`src/rtl/axi4_burst_master.sv`:
```
// AXI4 burst master: one command (addr, beats, FIXED/INCR, R/W) becomes legal AXI4 bursts fed by/feeding streams.
// Optional perf counters (perf_beats/perf_cycles) are built when AXI4_BURST_MASTER_PERF_EN is defined.
module axi4_burst_master #(
  parameter int ID_WIDTH       = 1,
  parameter int AXI_DATA_WIDTH = 32,
  parameter int AXI_ADDR_WIDTH = 32,
  parameter int MAX_BURST      = 256,
  parameter int CMD_LEN_WIDTH  = 24
) (
  input  logic                        aclk,
  input  logic                        aresetn,
  input  logic                        cmd_valid,
  output logic                        cmd_ready,
  input  logic                        cmd_rnw,
  input  logic [AXI_ADDR_WIDTH-1:0]   cmd_addr,
  input  logic [CMD_LEN_WIDTH-1:0]    cmd_len,
  input  logic                        cmd_burst,
  input  logic [AXI_DATA_WIDTH-1:0]   wr_tdata,
  input  logic                        wr_tvalid,
  output logic                        wr_tready,
  output logic [AXI_DATA_WIDTH-1:0]   rd_tdata,
  output logic                        rd_tvalid,
  input  logic                        rd_tready,
  output logic                        rd_tlast,
  output logic                        done,
  output logic [1:0]                  done_resp,
  output logic                        done_misalign,
`ifdef AXI4_BURST_MASTER_PERF_EN
  output logic [31:0]                 perf_beats,
  output logic [31:0]                 perf_cycles,
`endif
  output logic [ID_WIDTH-1:0]         axi4m_awid,
  output logic [AXI_ADDR_WIDTH-1:0]   axi4m_awaddr,
  output logic [7:0]                  axi4m_awlen,
  output logic [2:0]                  axi4m_awsize,
  output logic [1:0]                  axi4m_awburst,
  output logic                        axi4m_awlock,
  output logic [3:0]                  axi4m_awcache,
  output logic [2:0]                  axi4m_awprot,
  output logic [3:0]                  axi4m_awqos,
  output logic [3:0]                  axi4m_awregion,
  output logic                        axi4m_awvalid,
  input  logic                        axi4m_awready,
  output logic [AXI_DATA_WIDTH-1:0]   axi4m_wdata,
  output logic [AXI_DATA_WIDTH/8-1:0] axi4m_wstrb,
  output logic                        axi4m_wlast,
  output logic                        axi4m_wvalid,
  input  logic                        axi4m_wready,
  input  logic [1:0]                  axi4m_bresp,
  input  logic                        axi4m_bvalid,
  output logic                        axi4m_bready,
  output logic [ID_WIDTH-1:0]         axi4m_arid,
  output logic [AXI_ADDR_WIDTH-1:0]   axi4m_araddr,
  output logic [7:0]                  axi4m_arlen,
  output logic [2:0]                  axi4m_arsize,
  output logic [1:0]                  axi4m_arburst,
  output logic                        axi4m_arlock,
  output logic [3:0]                  axi4m_arcache,
  output logic [2:0]                  axi4m_arprot,
  output logic [3:0]                  axi4m_arqos,
  output logic [3:0]                  axi4m_arregion,
  output logic                        axi4m_arvalid,
  input  logic                        axi4m_arready,
  input  logic [AXI_DATA_WIDTH-1:0]   axi4m_rdata,
  input  logic [1:0]                  axi4m_rresp,
  input  logic                        axi4m_rlast,
  input  logic                        axi4m_rvalid,
  output logic                        axi4m_rready
);

  localparam int BYTES   = AXI_DATA_WIDTH / 8;
  localparam int SIZE    = $clog2(BYTES);
  localparam int FIX_MAX = (MAX_BURST < 16) ? MAX_BURST : 16;
  localparam int CLW     = CMD_LEN_WIDTH;
  localparam int AW      = AXI_ADDR_WIDTH;

  typedef enum logic [2:0] {
    S_IDLE, S_CALC, S_ADDR, S_WDATA, S_BRESP, S_RDATA, S_NEXT, S_FIN
  } state_t;

  state_t           state_q, state_d;
  logic [AW-1:0]    addr_q, addr_d;
  logic [CLW-1:0]   rem_q, rem_d;
  logic [8:0]       beats_q, beats_d;
  logic [8:0]       cnt_q, cnt_d;
  logic [1:0]       resp_q, resp_d;
  logic             rnw_q, rnw_d;
  logic             burst_q, burst_d;
  logic             mis_q, mis_d;

  logic             cmd_hs, w_hs, r_hs, last_beat;
  logic [12:0]      to4k;
  logic [8:0]       cap, b_calc;

  assign cmd_hs    = cmd_valid && cmd_ready;
  assign w_hs      = axi4m_wvalid && axi4m_wready;
  assign r_hs      = axi4m_rvalid && axi4m_rready;
  assign last_beat = (cnt_q == beats_q - 9'd1);

  // Burst size: remaining beats, clipped by the 4 KB page (INCR only) and the burst-type cap.
  always_comb begin
    to4k = (13'd4096 - {1'b0, addr_q[11:0]}) >> SIZE;
    cap  = 9'(FIX_MAX);
    if (burst_q) cap = (to4k < 13'(MAX_BURST)) ? to4k[8:0] : 9'(MAX_BURST);
    b_calc = (rem_q < CLW'(cap)) ? rem_q[8:0] : cap;
  end

  always_comb begin
    state_d = state_q;
    addr_d  = addr_q;
    rem_d   = rem_q;
    beats_d = beats_q;
    cnt_d   = cnt_q;
    resp_d  = resp_q;
    rnw_d   = rnw_q;
    burst_d = burst_q;
    mis_d   = mis_q;
    case (state_q)
      S_IDLE: if (cmd_hs) begin
        addr_d  = cmd_addr;
        rem_d   = (cmd_len == '0) ? CLW'(1) : cmd_len;
        rnw_d   = cmd_rnw;
        burst_d = cmd_burst;
        mis_d   = |cmd_addr[SIZE-1:0];
        resp_d  = 2'b00;
        cnt_d   = 9'd0;
        state_d = S_CALC;
      end
      S_CALC: begin
        beats_d = b_calc;
        cnt_d   = 9'd0;
        state_d = mis_q ? S_FIN : S_ADDR;
      end
      S_ADDR: if (rnw_q ? axi4m_arready : axi4m_awready)
        state_d = rnw_q ? S_RDATA : S_WDATA;
      S_WDATA: if (w_hs) begin
        cnt_d = cnt_q + 9'd1;
        if (last_beat) state_d = S_BRESP;
      end
      S_BRESP: if (axi4m_bvalid) begin
        if (axi4m_bresp > resp_q) resp_d = axi4m_bresp;
        state_d = S_NEXT;
      end
      S_RDATA: if (r_hs) begin
        if (axi4m_rresp > resp_q) resp_d = axi4m_rresp;
        if (axi4m_rlast) state_d = S_NEXT;
      end
      S_NEXT: begin
        rem_d = rem_q - CLW'(beats_q);
        if (burst_q) addr_d = addr_q + (AW'(beats_q) << SIZE);
        state_d = (rem_q == CLW'(beats_q)) ? S_FIN : S_CALC;
      end
      S_FIN:   state_d = S_IDLE;
      default: state_d = S_IDLE;
    endcase
  end

  always_ff @(posedge aclk or negedge aresetn) begin
    if (!aresetn) begin
      state_q <= S_IDLE;
      addr_q  <= '0;
      rem_q   <= '0;
      beats_q <= '0;
      cnt_q   <= '0;
      resp_q  <= '0;
      rnw_q   <= 1'b0;
      burst_q <= 1'b0;
      mis_q   <= 1'b0;
    end else begin
      state_q <= state_d;
      addr_q  <= addr_d;
      rem_q   <= rem_d;
      beats_q <= beats_d;
      cnt_q   <= cnt_d;
      resp_q  <= resp_d;
      rnw_q   <= rnw_d;
      burst_q <= burst_d;
      mis_q   <= mis_d;
    end
  end

  // cmd_ready is masked by reset so the command port is closed while aresetn is low.
  assign cmd_ready     = aresetn && (state_q == S_IDLE);
  assign done          = (state_q == S_FIN);
  assign done_resp     = resp_q;
  assign done_misalign = (state_q == S_FIN) && mis_q;

  assign axi4m_awid     = '0;
  assign axi4m_awaddr   = addr_q;
  assign axi4m_awlen    = 8'(beats_q - 9'd1);
  assign axi4m_awsize   = 3'(SIZE);
  assign axi4m_awburst  = {1'b0, burst_q};
  assign axi4m_awlock   = 1'b0;
  assign axi4m_awcache  = 4'b0011;
  assign axi4m_awprot   = 3'b000;
  assign axi4m_awqos    = 4'b0000;
  assign axi4m_awregion = 4'b0000;
  assign axi4m_awvalid  = (state_q == S_ADDR) && !rnw_q;

  assign axi4m_arid     = '0;
  assign axi4m_araddr   = addr_q;
  assign axi4m_arlen    = 8'(beats_q - 9'd1);
  assign axi4m_arsize   = 3'(SIZE);
  assign axi4m_arburst  = {1'b0, burst_q};
  assign axi4m_arlock   = 1'b0;
  assign axi4m_arcache  = 4'b0011;
  assign axi4m_arprot   = 3'b000;
  assign axi4m_arqos    = 4'b0000;
  assign axi4m_arregion = 4'b0000;
  assign axi4m_arvalid  = (state_q == S_ADDR) && rnw_q;

  assign axi4m_wdata  = wr_tdata;
  assign axi4m_wstrb  = '1;
  assign axi4m_wvalid = (state_q == S_WDATA) && wr_tvalid;
  assign axi4m_wlast  = (state_q == S_WDATA) && last_beat;
  assign wr_tready    = (state_q == S_WDATA) && axi4m_wready;
  assign axi4m_bready = (state_q == S_BRESP);

  // Read data is a pure pass-through; tlast only on the final burst of the command.
  assign rd_tdata     = axi4m_rdata;
  assign rd_tvalid    = (state_q == S_RDATA) && axi4m_rvalid;
  assign axi4m_rready = (state_q == S_RDATA) && rd_tready;
  assign rd_tlast     = (state_q == S_RDATA) && axi4m_rlast && (rem_q == CLW'(beats_q));

`ifdef AXI4_BURST_MASTER_PERF_EN
  logic [31:0] perf_beats_q, perf_cycles_q;

  always_ff @(posedge aclk or negedge aresetn) begin
    if (!aresetn) begin
      perf_beats_q  <= '0;
      perf_cycles_q <= '0;
    end else if (cmd_hs) begin
      perf_beats_q  <= '0;
      perf_cycles_q <= '0;
    end else if (state_q != S_IDLE) begin
      perf_cycles_q <= perf_cycles_q + 32'd1;
      if (w_hs || r_hs) perf_beats_q <= perf_beats_q + 32'd1;
    end
  end

  assign perf_beats  = perf_beats_q;
  assign perf_cycles = perf_cycles_q;
`endif

endmodule

```
`config.mk`:
```
export PLATFORM = sky130hd
export DESIGN_NAME = axi4_burst_master
export DESIGN_NICKNAME = d
export VERILOG_FILES = /design/src/rtl/axi4_burst_master.sv
export SDC_FILE = /design/constraint.sdc
export NUM_CORES = 1
export LEC_CHECK = 0
export ABC_AREA = 1
export CAP_MARGIN = 20
export CELL_PAD_IN_SITES_DETAIL_PLACEMENT = 0
export CELL_PAD_IN_SITES_GLOBAL_PLACEMENT = 1
export CORE_ASPECT_RATIO = 1.1
export CORE_MARGIN = 1
export CORE_UTILIZATION = 27
export DETAILED_ROUTE_END_ITERATION = 10
export GPL_ROUTABILITY_DRIVEN = 0
export PLACE_DENSITY = 0.81
export SLEW_MARGIN = 15
export SYNTH_ARGS = -nofsm -noshare
export SYNTH_HDL_FRONTEND = slang
export SYNTH_SLANG_ARGS = --single-unit
```
`constraint.sdc`:
```
create_clock -name aclk -period 2.13 [get_ports aclk]
set_input_delay 0.426 -clock aclk [delete_from_list [all_inputs] [get_ports aclk]]
set_output_delay 0.426 -clock aclk [all_outputs]
set_load 0.05 [all_outputs]
```
==> results.md, run 1 <==
* Antenna cell count at 0
* Final hold slack at ~0.13 ns
* Final Slew Violations at 0
* Die area at 29700 sq um
* Post-Route Setup TNS at -11.79 ns
* Commonest cells after routing, fill and taps aside: buf_4, nand2_1, inv_1
* Core box area at 28600 sq um
* HP Class: primary input to asynchronous set/reset pin
* Status: complete, but fails checks
* Total number of vias at 8467
* Max Cap Viol at 0
* DRC violations left at 0
* Final worst path period share at 1.25
* Number of buffers created by CTS at 9
* Synth Cell Area at 7840 sq um
* Startpoint Class: flop
* Post-layout min period at about 2.7 ns
* Mapped Cells at between 1000 and 1500
* Bufs and invs on worst path at 4
* CTS sink count at 82
* Worst EP required at approximately 1.7 ns
* Syn. warnings at 0
* Slew HR at 0.521
* Worst IR Drop VDD at 0.00316 V
* RSZ-0062 raised after global routing: true
* Slew at the pin closest to its max-slew limit at 0.719 ns
* Setup violators final at 58
* Layout cells sized above 1 at 0.379
* Chip height at 181 um
* Final wirelength at 28300 um
* Largest delay share family, worst path: simple AND/OR/NAND/NOR gates
* CTS tree: done
* Final Worst Setup Slack at -0.523 ns
* H-Tree Depth at 3
* Longest Clk Path Bufs at 2
* Synth Register Bits at 82
* Worst Skew at 0.0150 ns
* Row count at 65
* Grt total ovfl at 0
* Root buffer cell: clkbuf_16
* IO Port Bufs at 168
* Vias in the first global route at 7895
* Drt first-iter violations at ~500
* Critical Path End Type: output pin
* Data arrival, critical path at 2.23 ns
* Pwr/cell area at 2040 nW/um^2
* Die Wd at 165 um
* CP Max Fanout at 3
* Ys flop type: dfrtp_1
* Skew-Pair Late Insertion Delay at 0.35 ns
* Largest net degree at the start of global routing at 50
* Reg2reg start: axi4m_araddr[1]$_DFFE_PN0P_
* Worst path most repeated cell: nand4_1
* Initial Util at 0.274
* CP Cell Sequence: buf_4 -> buf_6 -> buf_4 -> nand2_1 -> nand4_1 -> nor2_1 -> nand4_1 -> nor2_1 -> nand4_1 -> nor2_4 -> buf_12
* Hpwl dp at 21100 um
* First-pass GRT wire length at 41700 um
* Max frequency at 377 MHz
* CP max stage cell: dfrtp_2
* WS Path Type: flop to output pin
* Commonest non-fill, non-tap cell in the layout: buf_4
* Antenna violations before repair at 0
* # fillers at 2803
* Yosys cell types at 54
* Area Overhead vs Synth at 59.0%
* Syn_area_per_cell at 6.86 sq um
* Sequential share of the synthesized area at 0.262
* Nets at 1588
* Drt first pass iters at 5
* Final ANT Viol Nets at 0
* P_leak at between 5 and 6 nW
* CP peak stage delay at 0.43 ns
* Overall Global Routing Usage at 0.180
* Hold_buf cts at 0
* Final hold vios at 0
* Post-synth EDFFs at 0
* Drt via density at 4.73
* Async S/R FF share, synth at 1.00
* Failing checks: setup timing
* Reg2reg end: beats_q[2]$_DFFE_PN0P_
* Reg2Reg Setup Slack at -0.39 ns
* R2R depth at 19
* I/O pin count at 343
* Clock transition at path regs at 0.07 ns
* Drt wl/cell at approximately 16 um
[stage by stage]
step / setup WS (ns) / instance area (sq um) / power, mW / util / std cells
after floorplan: -0.406 / 8230 / 14.0 / - / 1187
after global placement: -0.324 / 10600 / 20.5 / 0.371 / 1713
after detailed placement: -0.436 / 10600 / 20.7 / 0.371 / 1713
after CTS: -0.538 / 11600 / 23.7 / 0.405 / 1760
after global routing: -0.650 / 12500 / 26.9 / 0.436 / 1790
final: -0.523 / 12500 / 25.5 / 0.436 / 1790
[cells in the mapped netlist (all sizes together), types with 4 or more instances]
library cell | count | area share
nand2 | 237 | 0.12
ha | 32 | 0.051
a21oi | 44 | 0.028
a22oi | 4 | 0.0038
clkbuf | 15 | 0.0072
xor2 | 22 | 0.025
o21a | 5 | 0.0048
o211ai | 13 | 0.012
a31oi | 5 | 0.0040
nand4 | 21 | 0.019
inv | 143 | 0.069
nor2 | 109 | 0.058
nor4 | 12 | 0.012
or2 | 10 | 0.0080
dfrtp | 82 | 0.26
o21ai | 78 | 0.050
buf | 161 | 0.15
o22ai | 8 | 0.0064
o221ai | 7 | 0.0078
nand3 | 77 | 0.050
nor3 | 29 | 0.022
xnor2 | 6 | 0.0067
[kinds of logic after synthesis]
family                     Yosys count  synth area share
muxes                                1           0.00144
xor gates and xnor gates            28            0.0313
AOI/OAI and AO/OA                  174             0.128
DFF                                 82             0.262
buffers and inverters              320             0.228
other                                2          0.000958
and+or+nand+nor                    502             0.293
adders and majority gates           34            0.0562
[worst reg2reg max path: cells and delay by family, from the launching register on]
| kind | cells | cell delay [ns] |
|---|---|---|
| simple gates | 15 | 1.36 |
| fa+ha+maj | 1 | 0.33 |
| buf+inv | 3 | 0.36 |
| flops | 1 | 0.42 |
[power breakdown]
part	switching, mW	leakage, nW	internal, mW
Sequential	0.867	1.00	2.29
Combinational	11.7	4.59	9.01
Clock	0.738	0.128	0.831
Total	13.3	5.71	12.1
[layer usage]
layer,global-route usage,share of wire,vias to the layer above
met5,0,0,-
met4,0.0598,0.028,0
met3,0.0248,0.052,56
met2,0.302,0.50,318
met1,0.235,0.42,4010
li1,-,-,4083
[registers in the layout (all words and copies together), names as in the netlist]
register	cells
state_q	3
mis_q	1
burst_q	1
beats_q	9
rnw_q	1
axi4m_araddr	32
cnt_q	9
done_resp	2
rem_q	24
[worst max path at each step]
stage	start	end	cells after the start
2_1_floorplan	beats_q[0]$_DFFE_PN0P_	axi4m_wlast	9
3_3_place_gp	axi4m_araddr[1]$_DFFE_PN0P_	beats_q[1]$_DFFE_PN0P_	18
3_5_place_dp	axi4m_araddr[1]$_DFFE_PN0P_	beats_q[6]$_DFFE_PN0P_	18
4_1_cts	beats_q[2]$_DFFE_PN0P_	axi4m_wlast	11
5_1_grt	beats_q[0]$_DFFE_PN0P_	axi4m_wlast	11
6_report	beats_q[0]$_DFFE_PN0P_	axi4m_wlast	11
[repair_timing]
action,4_1_cts,5_1_grt
cloned,2,0
setup buffers,30,33
pin swaps,42,84
resized for setup,129,177
endpoints found under the hold margin,0,0
setup endpoints to repair,72,77
[area by class of cell]
cell class | count | area [sq um] | area share
multi-input combinational | 787 | 5410 | 0.433
timing repair buffer | 393 | 3700 | 0.297
sequential | 82 | 2080 | 0.166
inverter | 144 | 546 | 0.0437
tap | 368 | 460 | 0.0369
clock buffer | 11 | 243 | 0.0195
clock inverter | 5 | 40.0 | 0.00321
Note: power is estimated with default switching activity, not from simulation.
==> run 2, diff against run 1 <==
CAP_MARGIN = 10   (was 20)
==> results of run 2 <==
Final layout, timing and power as in run 1 (identical DEF).
